--- config.mk ---
export PLATFORM = sky130hd
export DESIGN_NAME = byte_stream_decoder
export DESIGN_NICKNAME = d
export VERILOG_FILES = /design/src/rtl/kyber_pkg.sv /design/src/rtl/byte_stream_decoder.sv
export SDC_FILE = /design/constraint.sdc
export NUM_CORES = 1
export LEC_CHECK = 0
export BUFFER_PORTS_ARGS = -buffer_cell sky130_fd_sc_hd__buf_2
export CORE_AREA = 2 2 81 83
export CTS_CLUSTER_DIAMETER = 80
export CTS_CLUSTER_SIZE = 8
export DETAILED_ROUTE_END_ITERATION = 8
export DIE_AREA = 0 0 83 85
export PLACE_DENSITY = 0.72
export SLEW_MARGIN = 30
export SYNTH_ARGS = -nofsm -noshare
export SYNTH_HDL_FRONTEND = slang
export SYNTH_SLANG_ARGS = --single-unit
--- constraint.sdc ---
create_clock -name clk -period 2.3 [get_ports clk]
set_input_delay 0.46 -clock clk [delete_from_list [all_inputs] [get_ports clk]]
set_output_delay 0.46 -clock clk [all_outputs]
set_load 0.005 [all_outputs]
--- src/rtl/kyber_pkg.sv ---
// Shared Kyber constants, coefficient type and decoder FSM states.
package kyber_pkg;

    localparam int KYBER_Q = 3329;
    localparam int KYBER_N = 256;

    typedef logic [11:0] coeff12_t;

    typedef enum logic [1:0] {
        IDLE = 2'd0,
        RUN  = 2'd1,
        DONE = 2'd2
    } dec_state_e;

    // True when a 12-bit coefficient is not a canonical residue mod q.
    function automatic logic coeff_ge_q(input coeff12_t c, input int unsigned q);
        return ({20'd0, c} >= q);
    endfunction

endpackage

--- src/rtl/byte_stream_decoder.sv ---
// Streaming ByteDecode_ELL: unpacks a little-endian byte stream into ELL-bit
// coefficients, one polynomial of 32*ELL bytes at a time, with valid/ready on
// both sides and a modulus range flag for 12-bit coefficients.
module byte_stream_decoder
    import kyber_pkg::*;
#(
    parameter int          ELL        = 12,
    parameter int          NUM_COEFFS = KYBER_N,
    parameter int unsigned Q          = KYBER_Q
) (
    input  logic           clk,
    input  logic           rst,
    input  logic           flush,
    input  logic           in_valid,
    output logic           in_ready,
    input  logic [7:0]     in_byte,
    output logic           out_valid,
    input  logic           out_ready,
    output logic [ELL-1:0] out_coeff,
    output logic [7:0]     out_index,
    output logic           out_last,
    output logic           out_range,
    output logic           range_err,
    output logic           poly_done
);

    // The accumulator never holds more than ELL-1 leftover bits plus one byte.
    localparam int                ACC_W     = ELL + 7;
    localparam int                BCNT_W    = $clog2(ACC_W + 1);
    localparam logic [BCNT_W-1:0] ELL_B     = BCNT_W'(ELL);
    localparam logic [BCNT_W-1:0] BYTE_B    = BCNT_W'(8);
    localparam logic [8:0]        BYTES_MAX = 9'(32 * ELL);
    localparam logic [7:0]        LAST_IDX  = 8'(NUM_COEFFS - 1);

    dec_state_e        state_q, state_d;
    logic [ACC_W-1:0]  acc_q, acc_d;
    logic [BCNT_W-1:0] bcnt_q, bcnt_d;
    logic [8:0]        bytes_in_q, bytes_in_d;
    logic [7:0]        coeff_idx_q, coeff_idx_d;
    logic              in_ready_q, in_ready_d;
    logic              out_valid_q, out_valid_d;
    logic [ELL-1:0]    out_coeff_q, out_coeff_d;
    logic [7:0]        out_index_q, out_index_d;
    logic              out_last_q, out_last_d;
    logic              out_range_q, out_range_d;
    logic              range_err_q, range_err_d;
    logic              poly_done_q, poly_done_d;

    logic              accept_s;
    logic              out_hs_s;
    logic              emit_s;
    coeff12_t          coeff_ext_s;

    assign accept_s    = in_valid && in_ready_q;
    assign out_hs_s    = out_valid_q && out_ready;
    // The output register reloads whenever it is empty or being drained this cycle.
    assign emit_s      = (state_q == RUN) && (bcnt_q >= ELL_B) && (!out_valid_q || out_ready);
    assign coeff_ext_s = coeff12_t'(acc_q[ELL-1:0]);

    // Next-state logic: accumulator, counters, output register and FSM.
    always_comb begin
        state_d     = state_q;
        acc_d       = acc_q;
        bcnt_d      = bcnt_q;
        bytes_in_d  = bytes_in_q;
        coeff_idx_d = coeff_idx_q;
        out_valid_d = out_valid_q;
        out_coeff_d = out_coeff_q;
        out_index_d = out_index_q;
        out_last_d  = out_last_q;
        out_range_d = out_range_q;
        range_err_d = range_err_q;
        poly_done_d = 1'b0;

        if (out_hs_s) begin
            out_valid_d = 1'b0;
            range_err_d = range_err_q | out_range_q;
        end else begin
            out_valid_d = out_valid_q;
        end

        if (emit_s) begin
            acc_d       = acc_q >> ELL;
            bcnt_d      = bcnt_q - ELL_B;
            out_valid_d = 1'b1;
            out_coeff_d = acc_q[ELL-1:0];
            out_index_d = coeff_idx_q;
            out_last_d  = (coeff_idx_q == LAST_IDX);
            out_range_d = (ELL == 12) && coeff_ge_q(coeff_ext_s, Q);
            if (coeff_idx_q != LAST_IDX) begin
                coeff_idx_d = coeff_idx_q + 8'd1;
            end else begin
                coeff_idx_d = coeff_idx_q;
            end
        end else begin
            acc_d  = acc_q;
            bcnt_d = bcnt_q;
        end

        // New byte lands just above the bits still waiting in the accumulator.
        if (accept_s) begin
            acc_d  = acc_d | (ACC_W'(in_byte) << bcnt_d);
            bcnt_d = bcnt_d + BYTE_B;
            if (bytes_in_q != BYTES_MAX) begin
                bytes_in_d = bytes_in_q + 9'd1;
            end else begin
                bytes_in_d = bytes_in_q;
            end
        end else begin
            bytes_in_d = bytes_in_q;
        end

        case (state_q)
            IDLE: begin
                state_d = RUN;
            end
            RUN: begin
                if (out_hs_s && out_last_q) begin
                    state_d     = DONE;
                    poly_done_d = 1'b1;
                end else begin
                    state_d = RUN;
                end
            end
            DONE: begin
                state_d     = RUN;
                acc_d       = '0;
                bcnt_d      = '0;
                bytes_in_d  = 9'd0;
                coeff_idx_d = 8'd0;
                range_err_d = 1'b0;
            end
            default: begin
                state_d = IDLE;
            end
        endcase

        // Computed from next-state values so the registered in_ready matches its
        // definition on the current state without a path from out_ready.
        in_ready_d = (state_d == RUN) && (bcnt_d < ELL_B) && (bytes_in_d < BYTES_MAX);
    end

    // State register with synchronous active-low reset; flush acts identically.
    always_ff @(posedge clk) begin
        if (!rst || flush) begin
            state_q     <= IDLE;
            acc_q       <= '0;
            bcnt_q      <= '0;
            bytes_in_q  <= 9'd0;
            coeff_idx_q <= 8'd0;
            in_ready_q  <= 1'b0;
            out_valid_q <= 1'b0;
            out_coeff_q <= '0;
            out_index_q <= 8'd0;
            out_last_q  <= 1'b0;
            out_range_q <= 1'b0;
            range_err_q <= 1'b0;
            poly_done_q <= 1'b0;
        end else begin
            state_q     <= state_d;
            acc_q       <= acc_d;
            bcnt_q      <= bcnt_d;
            bytes_in_q  <= bytes_in_d;
            coeff_idx_q <= coeff_idx_d;
            in_ready_q  <= in_ready_d;
            out_valid_q <= out_valid_d;
            out_coeff_q <= out_coeff_d;
            out_index_q <= out_index_d;
            out_last_q  <= out_last_d;
            out_range_q <= out_range_d;
            range_err_q <= range_err_d;
            poly_done_q <= poly_done_d;
        end
    end

    assign in_ready  = in_ready_q;
    assign out_valid = out_valid_q;
    assign out_coeff = out_coeff_q;
    assign out_index = out_index_q;
    assign out_last  = out_last_q;
    assign out_range = out_range_q;
    assign range_err = range_err_q;
    assign poly_done = poly_done_q;

endmodule

==> metrics.yaml, run 1 <==
ys_ff_latch: 67
switching_power_mw: 0.522
clk_pin_slew_ps: 70
cts.repair.resized: 0
r2r_end: "acc_q[12]"
fin_setup_tns_ps: 0
cts_hold_buf: 0
die_w_um: 83
path_cells: "inv_1 > ha_1 > a211o_4 > and3_4 > xnor2_4 > mux2_2 > a22o_1"
critPathMaxStageDelay_ps: 420
ant_nets: 0
vias: 2597
synth_simple_gate_area_share_pct: 20.8
clock_latency_ps: 350
nFillCells: 558
dieArea_um2: 7060
maxSlewHeadroom_pct: 65.3
ios: 39
final_common_cell: "dfxtp_1"
yosysSeqAreaShare_pct: 44.2
cp_max_fo: 8
crit_family: "compound AO/OA/AOI/OAI gates"
start_util_pct: 49.0
cp_slowest_cell: "dfxtp_1"
hold_start: "in_byte[4]"
r2r_setup_slack_ps: 100
slew_viol_final: 0
yosys_warnings: 0
combPwrFrac_pct: 3.8
startpoint: "bcnt_q[4]"
postCtsSetupBuffers: 0
port_buffers: 38
fmax_mhz: 454
drtIter0Drc: 119
pwr-share-clk_pct: 44.3
worstMarginPinSlew_ps: 515
setup_violations: 0
rsz0062_at_grt: "no"
p_int_mw: 1.73
route.detailed.drc: 0
grt_remaining_overflow: 0
crit_path_end_kind: "flip-flop"
fin_crit_sh_pct: 95.7
cp.arrival_ps: 2450
timing.critical_path.buf_inv: 1
worstReg2RegStart: "bcnt_q[4]"
dp.cells: 452
switching_share_pct: 23.2
layout-drive-gt1-share_pct: 18.7
status: "completed"
area_growth_pct: 16.2
grt_first_pass_wirelength_um: 11300
synthMuxAreaShare_pct: 4.78
leakage_nw: 1.32
cellPowerDensity_nw_per_um2: 638
synthCells: 345
seqPwrFrac_pct: 51.9
die_h_um: 85
root_buffer: "clkbuf_8"
synth-compound-area-share_pct: 19.2
ys_types: 54
start_kind: "flip-flop"
crit_type: "reg2reg"
detailed_place_hpwl_um: 4840
place_congestion: 0.896
ir_drop_mv: 0.448
cts_htree_levels: 3
synth_top_family_by_area: "simple AND/OR/NAND/NOR gates"
vias_per_cell: 5.55
synth_flop_cell: "dfxtp_1"
cts_tree: "built"
cts_inserted_buffers: 9
crit_path_end: "acc_q[12]"
fin_nets: 404
core_area_um2: 6200
clkSinkCount: 67
diodes: 0
row_count: 29
fin_crit_ps: 2200
synth_area_per_cell_um2: 8.81
crit_cells: 7
grt_start_max_net_pins: 41
instances_no_fill: 468
wl_per_cell_um: 14.6
async_flop_share_pct: 0
hold_viol: 0
synth_fa_ha_area_share_pct: 2.06
syn_nets: 363
maxCapViolations: 0
routed_wl_um: 6810
rr_worst_depth: 7
min-delay-path-class: "in2reg"
required_ps: 2540
grt_antenna_before_repair: 0
grt_pass1_vias: 2321
synthXorXnorAreaFrac_pct: 4.94
syn-cell-area_um2: 3040
synth_edf_count: 0
drt_first_pass_iters: 4
finClkSkew_ps: 12.9
final_cell_mix: "dfxtp_1 (67), nand2_1 (54), buf_2 (38), nor2_1 (28), a21oi_1 (28)"
grt_usage_pct: 19.8
cts_buffer_depth: 2
## logic make-up after synthesis
family / count (synthesis)
mux: 14
xor+xnor: 15
flops: 67
simple gates: 133
buf+inv: 29
compound gates: 82
fa+ha+maj: 5
## stage by stage
stage	instance area [um2]	total power [mW]	util, %	setup WS (ps)	hold slack [ps]
6_report	3530	2.25	56.9	97.8	391
5_1_grt	3530	2.32	56.9	1.57	400
4_1_cts	3530	2.28	56.9	101	376
3_5_place_dp	3330	1.28	53.6	107	444
3_3_place_gp	3330	1.28	53.6	154	440
2_1_floorplan	3040	1.24	-	101	425
## layer usage
layer	global-route usage, %	vias up	share of wire, %
met3	4.47	18	4.5
li1	-	1319	-
met5	0	-	0
met4	8.49	0	2.3
met1	24.3	1190	46
met2	33.4	70	48
## synthesized netlist by cell type, drive strengths merged (2+ instances only)
library cell,number,share of area (%)
a32oi,2,0.58
nand2b,4,0.82
o311ai,4,1.2
o211a,2,0.66
nor2,28,3.5
a21o,3,0.74
o211ai,2,0.49
and3,3,0.78
o21ai,9,1.5
mux2,4,1.5
xor2,9,2.6
a31oi,3,0.62
dfxtp,67,44
and4,3,0.87
nand4,6,1.2
o2bb2ai,4,1.2
nor2b,3,0.70
nand2,54,6.7
nand3,16,2.6
clkbuf,10,1.2
mux2i,10,3.3
and2,3,0.62
nor3,4,0.82
o31ai,3,0.74
xnor2,6,2.3
buf,8,1.5
ha,5,2.1
a32o,2,0.66
o22ai,2,0.41
a22oi,3,0.74
inv,11,1.4
a211oi,2,0.49
a21oi,28,4.6
a22o,5,1.4
nor4,5,1.0
## tightest hold or removal path, cell delays in order
cell and delay, ps:
buf_2 120, inv_1 50, o31ai_1 60
## layout make-up
type	count	area (um2)	share of cell area, %
clock inverters	5	60.1	1.70
well taps	77	96.3	2.73
clock buffers	11	141	4.01
repair buffers	48	278	7.87
inverters	11	41.3	1.17
flip-flops and latches	67	1340	38.0
multi-input cells	249	1570	44.5
## sequential cells by signal, indices dropped and copies added, names as in the netlist, 2 cells and up
signal	count
acc_q	19
out_coeff	12
bytes_in_q	9
coeff_idx_q	8
out_index	8
bcnt_q	3
state_q	2
## power groups by stage
stage / combinational [mW] / clock [mW] / sequential [mW]
2_1_floorplan: 0.0478 / 0 / 1.19
3_3_place_gp: 0.0826 / 0 / 1.20
3_5_place_dp: 0.0841 / 0 / 1.20
4_1_cts: 0.0852 / 1.02 / 1.17
5_1_grt: 0.0932 / 1.06 / 1.17
6_report: 0.0859 / 0.997 / 1.17
## how the worst min path moves through the flow
stage	endpoint	cells after the start
after CTS	acc_q[8]	3
after detailed placement	out_index[5]	2
after global placement	out_coeff[2]	2
after global routing	acc_q[8]	3
final	acc_q[8]	3
after floorplan	acc_q[16]	2
Note: power is estimated with default switching activity, not from simulation.
==> inputs of run 2 (changes only) <==
CORE_AREA = 2 2 91 93   (was 2 2 81 83)
DIE_AREA = 0 0 93 95   (was 0 0 83 85)
PLACE_DENSITY = unset   (was 0.72)
==> metrics.yaml, run 2 (synthesized netlist as in run 1, its figures left out) <==
worstMarginPinSlew_ps: 570  # +54.3 ps
dp_slack_ps: 130  # +23.2 ps
dieArea_um2: 8840  # +25%
finClkSkew_ps: 13.5  # +0.544 ps
path_cells: "inv_1 > ha_1 > a211o_4 > and3_4 > xnor2_4 > mux2_2 > a22o_1"
nFillCells: 810  # +45%
ir_drop_mv: 0.289  # -35%
p_int_mw: 1.80  # +4.3%
row_count: 33  # +14%
instances_no_fill: 498  # +6.4%
final_cell_mix: "dfxtp_1 (67), nand2_1 (54), buf_2 (38), nor2_1 (28), a21oi_1 (28)"
stdcell_area_um2: 3580  # +1.4%
wl_per_cell_um: 13.8  # -5.1%
fmax_mhz: 459  # +1.1%
grt_antenna_before_repair: 0  # unchanged
postCtsSetupBuffers: 0  # unchanged
seqCellArea_um2: 1340  # unchanged
root_buffer: "clkbuf_8"
routed_wl_um: 6870  # +0.94%
layout-drive-gt1-share_pct: 18.8  # +0.16 points
setup_violations: 0  # unchanged
top_register: "acc_q"
cts_buffer_depth: 2  # unchanged
pwr-share-clk_pct: 45.4  # +1.1 points
timing.critical_path.buf_inv: 1  # unchanged
fin_util_pct: 45.1  # -12 points
combPwrFrac_pct: 3.8  # about the same
ios: 39  # unchanged
clkSinkCount: 67  # unchanged
cellPowerDensity_nw_per_um2: 642  # +0.70%
vias: 2584  # -0.50%
status: "completed"
final_common_cell: "dfxtp_1"
rsz0062_at_grt: "no"
timing.hold.ws_ps: 391  # +0.584 ps
grt_remaining_overflow: 0  # unchanged
finalPower_mw: 2.30  # +2.1%
grt_start_max_net_pins: 30  # -27%
grt_pass1_vias: 2390  # +3.0%
port_buffers: 38  # unchanged
largest_reg_flops: 19  # unchanged
detailed_place_hpwl_um: 4990  # +3.2%
grt_first_pass_wirelength_um: 11500  # +1.9%
drt_first_pass_iters: 4  # unchanged
core_area_um2: 7930  # +28%
placed_area_um2: 3370  # +1.1%
maxCapViolations: 0  # unchanged
dp.cells: 482  # +6.6%
seqPwrFrac_pct: 50.9  # -1.0 points
required_ps: 2530  # about the same
start_kind: "flip-flop"
clock_latency_ps: 340  # about the same
crit_family: "compound AO/OA/AOI/OAI gates"
clk_pin_slew_ps: 70  # about the same
drtIter0Drc: 130  # +9.2%
cts_tree: "built"
multi_input_area_um2: 1570  # unchanged
cts_htree_levels: 3  # unchanged
die_h_um: 95  # +12%
grt_usage_pct: 16.6  # -3.1 points
fin_crit_sh_pct: 94.7  # -1.0 points
fin_nets: 406  # +0.50%
vias_per_cell: 5.19  # -6.5%
cp_max_fo: 10  # +2
area_growth_pct: 17.8
diodes: 0  # unchanged
start_util_pct: 38.3  # -11 points
switching_power_mw: 0.494  # -5.3%
min-delay-path-class: "in2reg"
cts_hold_buf: 0  # unchanged
setup_slack_ps: 121  # +23.3 ps
ant_nets: 0  # unchanged
crit_type: "reg2reg"
fin_setup_tns_ps: 0  # unchanged
die_w_um: 93  # +12%
switching_share_pct: 21.5  # -1.7 points
cp.arrival_ps: 2410  # -40 ps
leakage_nw: 1.34  # +0.94%
maxSlewHeadroom_pct: 62.0  # -3.3 points
cp_slowest_cell: "dfxtp_1"
hold_viol: 0  # unchanged
crit_path_end_kind: "flip-flop"
cts_inserted_buffers: 9  # unchanged
critPathMaxStageDelay_ps: 420  # about the same
place_congestion: 0.885  # -1.3%
route.detailed.drc: 0  # unchanged
slew_viol_final: 0  # unchanged
fin_crit_ps: 2180  # -23.3 ps
==> run 2: final cells by class <==
cell class	count	share of cell area, %
Timing Repair Buffer	50	7.94
Tap cell	105	3.67
Sequential cell	67	37.5
Clock buffer	11	3.67
Inverter	11	1.15
Multi-Input combinational cell	249	43.9
Clock inverter	5	2.17
==> run 2: layer usage <==
layer	wire length, um	track usage (%)
met1	3340	21.6
met2	3210	26.6
met3	240	4.79
met4	80	5.76
met5	0	0
==> run 2: what timing repair did <==
item	4_1_cts	5_1_grt
resized for setup	0	1
endpoints found under the setup margin	0	3
hold endpoints to repair	0	0
==> run 2: power groups by stage <==
stage          sequential, mW  combinational, mW  clock, mW
5_1_grt                  1.17             0.0963       1.13
3_5_place_dp             1.20             0.0860          0
2_1_floorplan            1.19             0.0478          0
3_3_place_gp             1.20             0.0855          0
4_1_cts                  1.17             0.0865       1.07
6_report                 1.17             0.0863       1.04
==> run 2: worst reg2reg max path, cell delays in order (launching register included) <==
cell and delay (ps):
dfxtp_1 420, inv_1 80, ha_1 210, a211o_4 330, and3_4 230, xnor2_4 230
mux2_2 380, a22o_1 200
==> run 2: worst paths after layout <==
check | slack [ps] | to | startpoint | cells past startpoint
max | 120 | acc_q[14] | bcnt_q[4] | 7
min | 390 | acc_q[9] | in_byte[5] | 3
max reg2reg | 120 | acc_q[14] | bcnt_q[4] | 7
min reg2reg | 450 | out_coeff[10] | out_coeff[10] | 2
